## config.mk

```make
export PLATFORM = sky130hd
export DESIGN_NAME = tx_config
export DESIGN_NICKNAME = d
export VERILOG_FILES = /design/src/rtl/tx_config.sv
export SDC_FILE = /design/constraint.sdc
export NUM_CORES = 1
export LEC_CHECK = 0
export ABC_CLOCK_PERIOD_IN_PS = 4050
export BUFFER_PORTS_ARGS = -buffer_cell sky130_fd_sc_hd__buf_2
export CAP_MARGIN = 20
export CORE_ASPECT_RATIO = 0.75
export CORE_UTILIZATION = 40
export DETAILED_ROUTE_END_ITERATION = 8
export HOLD_SLACK_MARGIN = 0.02
export PLACE_DENSITY = 0.67
export SYNTH_ARGS = -nofsm -noshare
export SYNTH_HDL_FRONTEND = slang
export SYNTH_SLANG_ARGS = --single-unit
export TNS_END_PERCENT = 1
```

## constraint.sdc

```tcl
create_clock -name clk -period 4.05 [get_ports clk]
set_input_delay 0.2025 -clock clk [delete_from_list [all_inputs] [get_ports clk]]
set_output_delay 0.2025 -clock clk [all_outputs]
set_load 0.05 [all_outputs]
```

## src/rtl/tx_config.sv

```systemverilog
// ---------------------------------------------------------------------------
// tx_config
//
// Decodes a write-back instruction and drives two independent handshakes:
// an output-buffer drain configuration (which PE slices to drain and how many
// beats) and a DDR write command (start address and length). It then counts
// the data beats the DDR side accepts. After the last beat it emits a
// one-cycle completion strobe carrying the instruction's opcode and buffer id.
//
// Parameters
//   PE_NUM  number of PE output-buffer slices addressed by the mask
//   INST_W  instruction word width (fields live in bits 61:0)
//
// Ports
//   clk, rst                          clock, synchronous active-high reset
//   layer_type[3:0]                   global layer type; bit0 = single-PE mask
//   ins_valid / ins_ready / ins       instruction handshake
//   obuf_conf_valid / obuf_conf_ready output-buffer configuration handshake
//   obuf_conf_mode / _mask / _trans_num   configuration payload
//   ddr_wr_cmd_valid / ddr_wr_cmd_ready   DDR write-command handshake
//   ddr_wr_addr / ddr_wr_len              DDR command payload
//   ddr_wr_beat                       one-cycle strobe per accepted data beat
//   tx_done_pulse / _opcode / _buf_id completion strobe and its tags
//   tx_error                          sticky watchdog flag
//
// Build option
//   TX_TIMEOUT_EN  when defined, a 10-bit watchdog aborts a WORK phase that
//                  sees no beat for 1023 cycles and raises tx_error. When it
//                  is undefined, tx_error is tied low and WORK waits forever.
// ---------------------------------------------------------------------------
module tx_config #(
   parameter int PE_NUM = 32,
   parameter int INST_W = 64
) (
   input  logic              clk,
   input  logic              rst,
   input  logic [3:0]        layer_type,
   input  logic              ins_valid,
   output logic              ins_ready,
   input  logic [INST_W-1:0] ins,
   output logic              obuf_conf_valid,
   input  logic              obuf_conf_ready,
   output logic [3:0]        obuf_conf_mode,
   output logic [PE_NUM-1:0] obuf_conf_mask,
   output logic [15:0]       obuf_conf_trans_num,
   output logic              ddr_wr_cmd_valid,
   input  logic              ddr_wr_cmd_ready,
   output logic [31:0]       ddr_wr_addr,
   output logic [15:0]       ddr_wr_len,
   input  logic              ddr_wr_beat,
   output logic              tx_done_pulse,
   output logic [3:0]        tx_done_opcode,
   output logic [5:0]        tx_done_buf_id,
   output logic              tx_error
);

   localparam logic [1:0] S_IDLE = 2'd0;
   localparam logic [1:0] S_CONF = 2'd1;
   localparam logic [1:0] S_WORK = 2'd2;
   localparam logic [1:0] S_DONE = 2'd3;

   logic [1:0]        state;
   logic [1:0]        state_next;
   logic [15:0]       trans_q;
   logic [15:0]       beat_cnt;

   logic [3:0]        dec_opcode;
   logic [5:0]        dec_buf_id;
   logic [15:0]       dec_trans;
   logic [31:0]       dec_addr;
   logic [7:0]        group_shift;
   logic [PE_NUM-1:0] dec_mask;

   logic              ins_hs;
   logic              conf_hs;
   logic              cmd_hs;
   logic              conf_clear;
   logic              cmd_clear;
   logic              beat_take;
   logic              beat_final;
   logic              timeout_hit;

   // Instruction bits outside the decoded fields carry nothing for this block.
   logic              unused_ins_bits;
   assign unused_ins_bits = ^{ins[INST_W-1:62], ins[39:32]};

   // Field decode straight off the instruction bus; only sampled on handshake.
   assign dec_opcode  = ins[61:58];
   assign dec_buf_id  = ins[57:52];
   assign dec_trans   = {4'd0, ins[51:40]};
   assign dec_addr    = ins[31:0];

   // Single-PE mode selects one slice, group mode selects four adjacent
   // slices. Shift amounts at or beyond PE_NUM simply shift the bits out,
   // so large buffer ids yield an empty mask rather than an error.
   assign group_shift = {dec_buf_id, 2'b00};
   assign dec_mask    = layer_type[0] ? ({{(PE_NUM-1){1'b0}}, 1'b1} << dec_buf_id)
                                      : (PE_NUM'(4'hF) << group_shift);

   assign ins_ready     = (state == S_IDLE);
   assign tx_done_pulse = (state == S_DONE);

   assign ins_hs  = ins_valid && ins_ready;
   assign conf_hs = obuf_conf_valid && obuf_conf_ready;
   assign cmd_hs  = ddr_wr_cmd_valid && ddr_wr_cmd_ready;

   // A handshake counts as finished once its valid is low or it completes
   // on this edge, so both orders and the same-cycle case leave CONF together.
   assign conf_clear = !obuf_conf_valid || conf_hs;
   assign cmd_clear  = !ddr_wr_cmd_valid || cmd_hs;

   // Beats count only while a transfer is live and saturate at the target,
   // so extra beats can never push the counter past the completion point.
   assign beat_take  = ddr_wr_beat && ((state == S_CONF) || (state == S_WORK))
                       && (beat_cnt != trans_q);
   assign beat_final = (beat_cnt == trans_q)
                       || (beat_take && ((beat_cnt + 16'd1) == trans_q));

   assign obuf_conf_trans_num = trans_q;
   assign ddr_wr_len          = trans_q;

   // Next-state logic. A zero-length instruction skips straight to DONE so
   // the requester still gets its completion strobe.
   always_comb begin
      state_next = state;
      case (state)
         S_IDLE: begin
            if (ins_hs) begin
               state_next = (dec_trans != 16'd0) ? S_CONF : S_DONE;
            end
         end
         S_CONF: begin
            if (conf_clear && cmd_clear) begin
               state_next = S_WORK;
            end
         end
         S_WORK: begin
            if (beat_final || timeout_hit) begin
               state_next = S_DONE;
            end
         end
         S_DONE: begin
            state_next = S_IDLE;
         end
         default: begin
            state_next = S_IDLE;
         end
      endcase
   end

   // State, latched instruction fields, handshake valids and beat counter.
   // Payload registers only change on an instruction handshake, which keeps
   // them stable for as long as either valid is raised.
   always_ff @(posedge clk) begin
      if (rst) begin
         state            <= S_IDLE;
         trans_q          <= 16'd0;
         beat_cnt         <= 16'd0;
         obuf_conf_valid  <= 1'b0;
         ddr_wr_cmd_valid <= 1'b0;
         obuf_conf_mode   <= 4'd0;
         obuf_conf_mask   <= '0;
         ddr_wr_addr      <= 32'd0;
         tx_done_opcode   <= 4'd0;
         tx_done_buf_id   <= 6'd0;
      end else begin
         state <= state_next;
         if (ins_hs) begin
            trans_q          <= dec_trans;
            beat_cnt         <= 16'd0;
            obuf_conf_valid  <= (dec_trans != 16'd0);
            ddr_wr_cmd_valid <= (dec_trans != 16'd0);
            obuf_conf_mode   <= layer_type;
            obuf_conf_mask   <= dec_mask;
            ddr_wr_addr      <= dec_addr;
            tx_done_opcode   <= dec_opcode;
            tx_done_buf_id   <= dec_buf_id;
         end else begin
            if (conf_hs) begin
               obuf_conf_valid <= 1'b0;
            end
            if (cmd_hs) begin
               ddr_wr_cmd_valid <= 1'b0;
            end
            if (beat_take) begin
               beat_cnt <= beat_cnt + 16'd1;
            end
         end
      end
   end

`ifdef TX_TIMEOUT_EN
   logic [9:0] idle_cnt;
   logic       error_q;

   assign timeout_hit = (state == S_WORK) && (idle_cnt == 10'h3FF);
   assign tx_error    = error_q;

   // Watchdog: counts beat-free WORK cycles; on expiry the transfer is
   // closed out through DONE and the error stays set until reset.
   always_ff @(posedge clk) begin
      if (rst) begin
         idle_cnt <= 10'd0;
         error_q  <= 1'b0;
      end else if (state == S_WORK) begin
         if (timeout_hit) begin
            idle_cnt <= 10'd0;
            error_q  <= 1'b1;
         end else if (ddr_wr_beat) begin
            idle_cnt <= 10'd0;
         end else begin
            idle_cnt <= idle_cnt + 10'd1;
         end
      end else begin
         idle_cnt <= 10'd0;
      end
   end
`else
   assign timeout_hit = 1'b0;
   assign tx_error    = 1'b0;
`endif

endmodule

```

==> results.sh <==
export IMPL_cellInternalPower_mw=1.876
export IMPL_finalCriticalPeriod_ns=2.812
export IMPL_overflow=0
export IMPL_clkSinkCount=110
export IMPL_ys_warn_count=0
export IMPL_synth_cells=622
export IMPL_start_kind="flop"
export IMPL_synthToLayoutAreaGrowth_pct=22.40
export IMPL_layout_common_cells="169 x buf_2, 162 x nand2_1, 110 x dfxtp_1"
export IMPL_cts_hold_buf=0
export IMPL_cp_arrival_ns=3.04
export IMPL_hp_class="primary input to flop"
export IMPL_yosysSeqAreaShare=0.4505
export IMPL_drt_iter0_drc=281
export IMPL_ir_drop_mv=0.2289
export IMPL_crit_type="flop to flop"
export IMPL_ys_types=48
export IMPL_powerDensity_nw_per_um2=522.8
export IMPL_vias_per_cell=5.053
export IMPL_synth_edf_count=0
export IMPL_antenna_found_initial=0
export IMPL_die_area_um2=12670
export IMPL_path_max_fanout=10
export IMPL_setup_viol=0
export IMPL_netlist_area_um2=4888
export IMPL_drt_wl_total_mm=13.03
export IMPL_worst_pin_slew_ns=0.8111
export IMPL_final_common_cell="buf_2"
export IMPL_fillCellCount=1189
export IMPL_finalSetupTns_ns=0
export IMPL_rr_worst_depth=8
export IMPL_avgSynthCellArea_um2=7.859
export IMPL_grt_max_degree=74
export IMPL_clock_latency_ns=0.34
export IMPL_track_usage=0.2102
export IMPL_ys_ff_latch=110
export IMPL_post_route_drc_count=0
export IMPL_drt_first_pass_iters=5
export IMPL_n_antenna_cell=0
export IMPL_p_switching_mw=1.252
export IMPL_instances_no_fill=922
export IMPL_ios=189
export IMPL_p_clk_frac=0.264
export IMPL_coreArea_um2=11740
export IMPL_comb_power_share=0.332
export IMPL_switching_share=0.4003
export IMPL_placed_cells_incl_taps=906
export IMPL_endpoint_kind="flop"
export IMPL_row_count=34
export IMPL_ant_nets=0
export IMPL_synth_ff_type="dfxtp_1"
export IMPL_cts_buffer_depth=2
export IMPL_async_flop_share=0
export IMPL_holdWs_ns=0.09528
export IMPL_grt_pass1_vias=4378
export IMPL_dp_hpwl_mm=9.560
export IMPL_root_buffer="clkbuf_16"
export IMPL_dieHeight_um=97.74
export IMPL_finalHoldViolations=0
export IMPL_die_w_um=129.7
export IMPL_initial_utilization=0.4163
export IMPL_htree_levels=3
export IMPL_fmax_mhz=355.6
export IMPL_post_cts_buffers=0
export IMPL_rsz0062_at_grt="no"
export IMPL_cap_violations=0
export IMPL_period_share=0.6944
export IMPL_sequentialPowerShare=0.403
export IMPL_critical_path_required_ns=4.28
export IMPL_slew_headroom=0.4592
export IMPL_cts_tree="built"
export IMPL_nets=834
export IMPL_grt_pass1_wl_mm=21.37
export IMPL_cts_resized=0
export IMPL_drv_slew=0
export IMPL_whs_path_depth=3
export IMPL_status="complete, no violations"
export IMPL_cts_buffers=9
export IMPL_final_layout_size_suffix_gt1_frac=0.2539
export IMPL_via_count=4659
export IMPL_clkTransAtPathRegs_ns=0.07
export IMPL_clock_skew_ns=0.004998
export IMPL_io_buffers=169
export IMPL_place_congestion=0.8986
export IMPL_p_leak_nw=2.597
export IMPL_wl_per_cell_um=14.13
area by class of cell:
| class | count | area [um2] | area share |
|---|---|---|---|
| clock buffers | 12 | 246.5 | 0.04120 |
| repair buffers | 172 | 880.8 | 0.1472 |
| inverters | 4 | 15.01 | 0.002509 |
| well taps | 162 | 202.7 | 0.03388 |
| multi-input cells | 458 | 2404 | 0.4017 |
| clock inverters | 4 | 32.53 | 0.005437 |
| flip-flops and latches | 110 | 2202 | 0.3680 |
power groups by stage:
stage          Clock, mW  Combinational (mW)  Sequential [mW]
6_report           0.826                1.04             1.26
3_3_place_gp           0                1.03             1.28
4_1_cts            0.851                1.05             1.26
2_1_floorplan          0               0.445             1.65
3_5_place_dp           0                1.04             1.29
5_1_grt            0.902                1.12             1.28
registers in the layout (all words and copies together), names as in the netlist:
signal	flops
beat_cnt	16
ddr_wr_addr	32
ddr_wr_cmd_valid	1
ddr_wr_len	12
obuf_conf_mask	32
obuf_conf_mode	4
obuf_conf_valid	1
state	2
tx_done_buf_id	6
tx_done_opcode	4
synth_stat cells, types with 2 or more instances:
cell type,n,area (um2)
nor3_1,8,40.04
a21o_1,2,15.01
o21a_1,3,22.52
ha_1,5,62.56
nand3b_1,2,15.01
nor4_1,11,68.82
o21ai_0,2,10.01
nand4_1,5,31.28
buf_4,21,157.7
dfxtp_1,110,2202
and3_1,5,31.28
a21oi_1,75,375.4
o211ai_1,3,22.52
a211oi_1,29,217.7
nand3_1,10,50.05
nand2b_1,3,18.77
buf_2,3,15.01
buf_1,2,7.510
xnor2_1,19,166.4
nand2_1,163,611.8
clkbuf_1,31,116.4
nor2b_1,7,43.79
inv_1,4,15.01
or3_1,2,12.51
xor2_1,18,157.7
nor2_1,57,214.0
logic make-up after synthesis:
logic type	share of synthesized area
other cells	0.0007671
compound gates	0.1541
simple gates	0.2465
fa+ha+maj	0.01280
flops	0.4505
xor+xnor	0.06629
mux	0.004351
buf+inv	0.06475
final timing paths:
kind	from	to	slack, ns
max	beat_cnt[0]	state[1]	1.24
min	ins[29]	ddr_wr_addr[29]	0.1
max reg2reg	beat_cnt[0]	state[1]	1.24
min reg2reg	obuf_conf_mask[15]	obuf_conf_mask[15]	0.45
metal layers:
| layer | GRT usage | wire length (um) | vias up |
|---|---|---|---|
| met2 | 0.3303 | 5857 | 182 |
| met3 | 0.05973 | 1084 | 15 |
| met4 | 0.05903 | 180 | 0 |
| met5 | 0 | 0 | - |
| li1 | - | - | 2314 |
| met1 | 0.2804 | 5902 | 2148 |
critical path, stage by stage, from the launching register on:
cell and delay [ns]:
dfxtp_1 0.42, ha_1 0.25, nand3_1 0.35, or4_1 0.63, a221o_1 0.36, a21oi_1 0.12
nand4_1 0.12, o21ai_2 0.11, mux2_1 0.34
stage by stage:
| stage | worst slack, ns | util | power, mW | instance area [um2] |
|---|---|---|---|---|
| after floorplan | 1.542 | - | 2.092 | 4918 |
| after global placement | 1.340 | 0.4858 | 2.310 | 5704 |
| after detailed placement | 1.271 | 0.4858 | 2.330 | 5704 |
| after CTS | 1.250 | 0.5096 | 3.159 | 5983 |
| after global routing | 1.111 | 0.5096 | 3.297 | 5983 |
| final | 1.238 | 0.5096 | 3.128 | 5983 |
No activity file was read; power rests on OpenSTA's default activity.
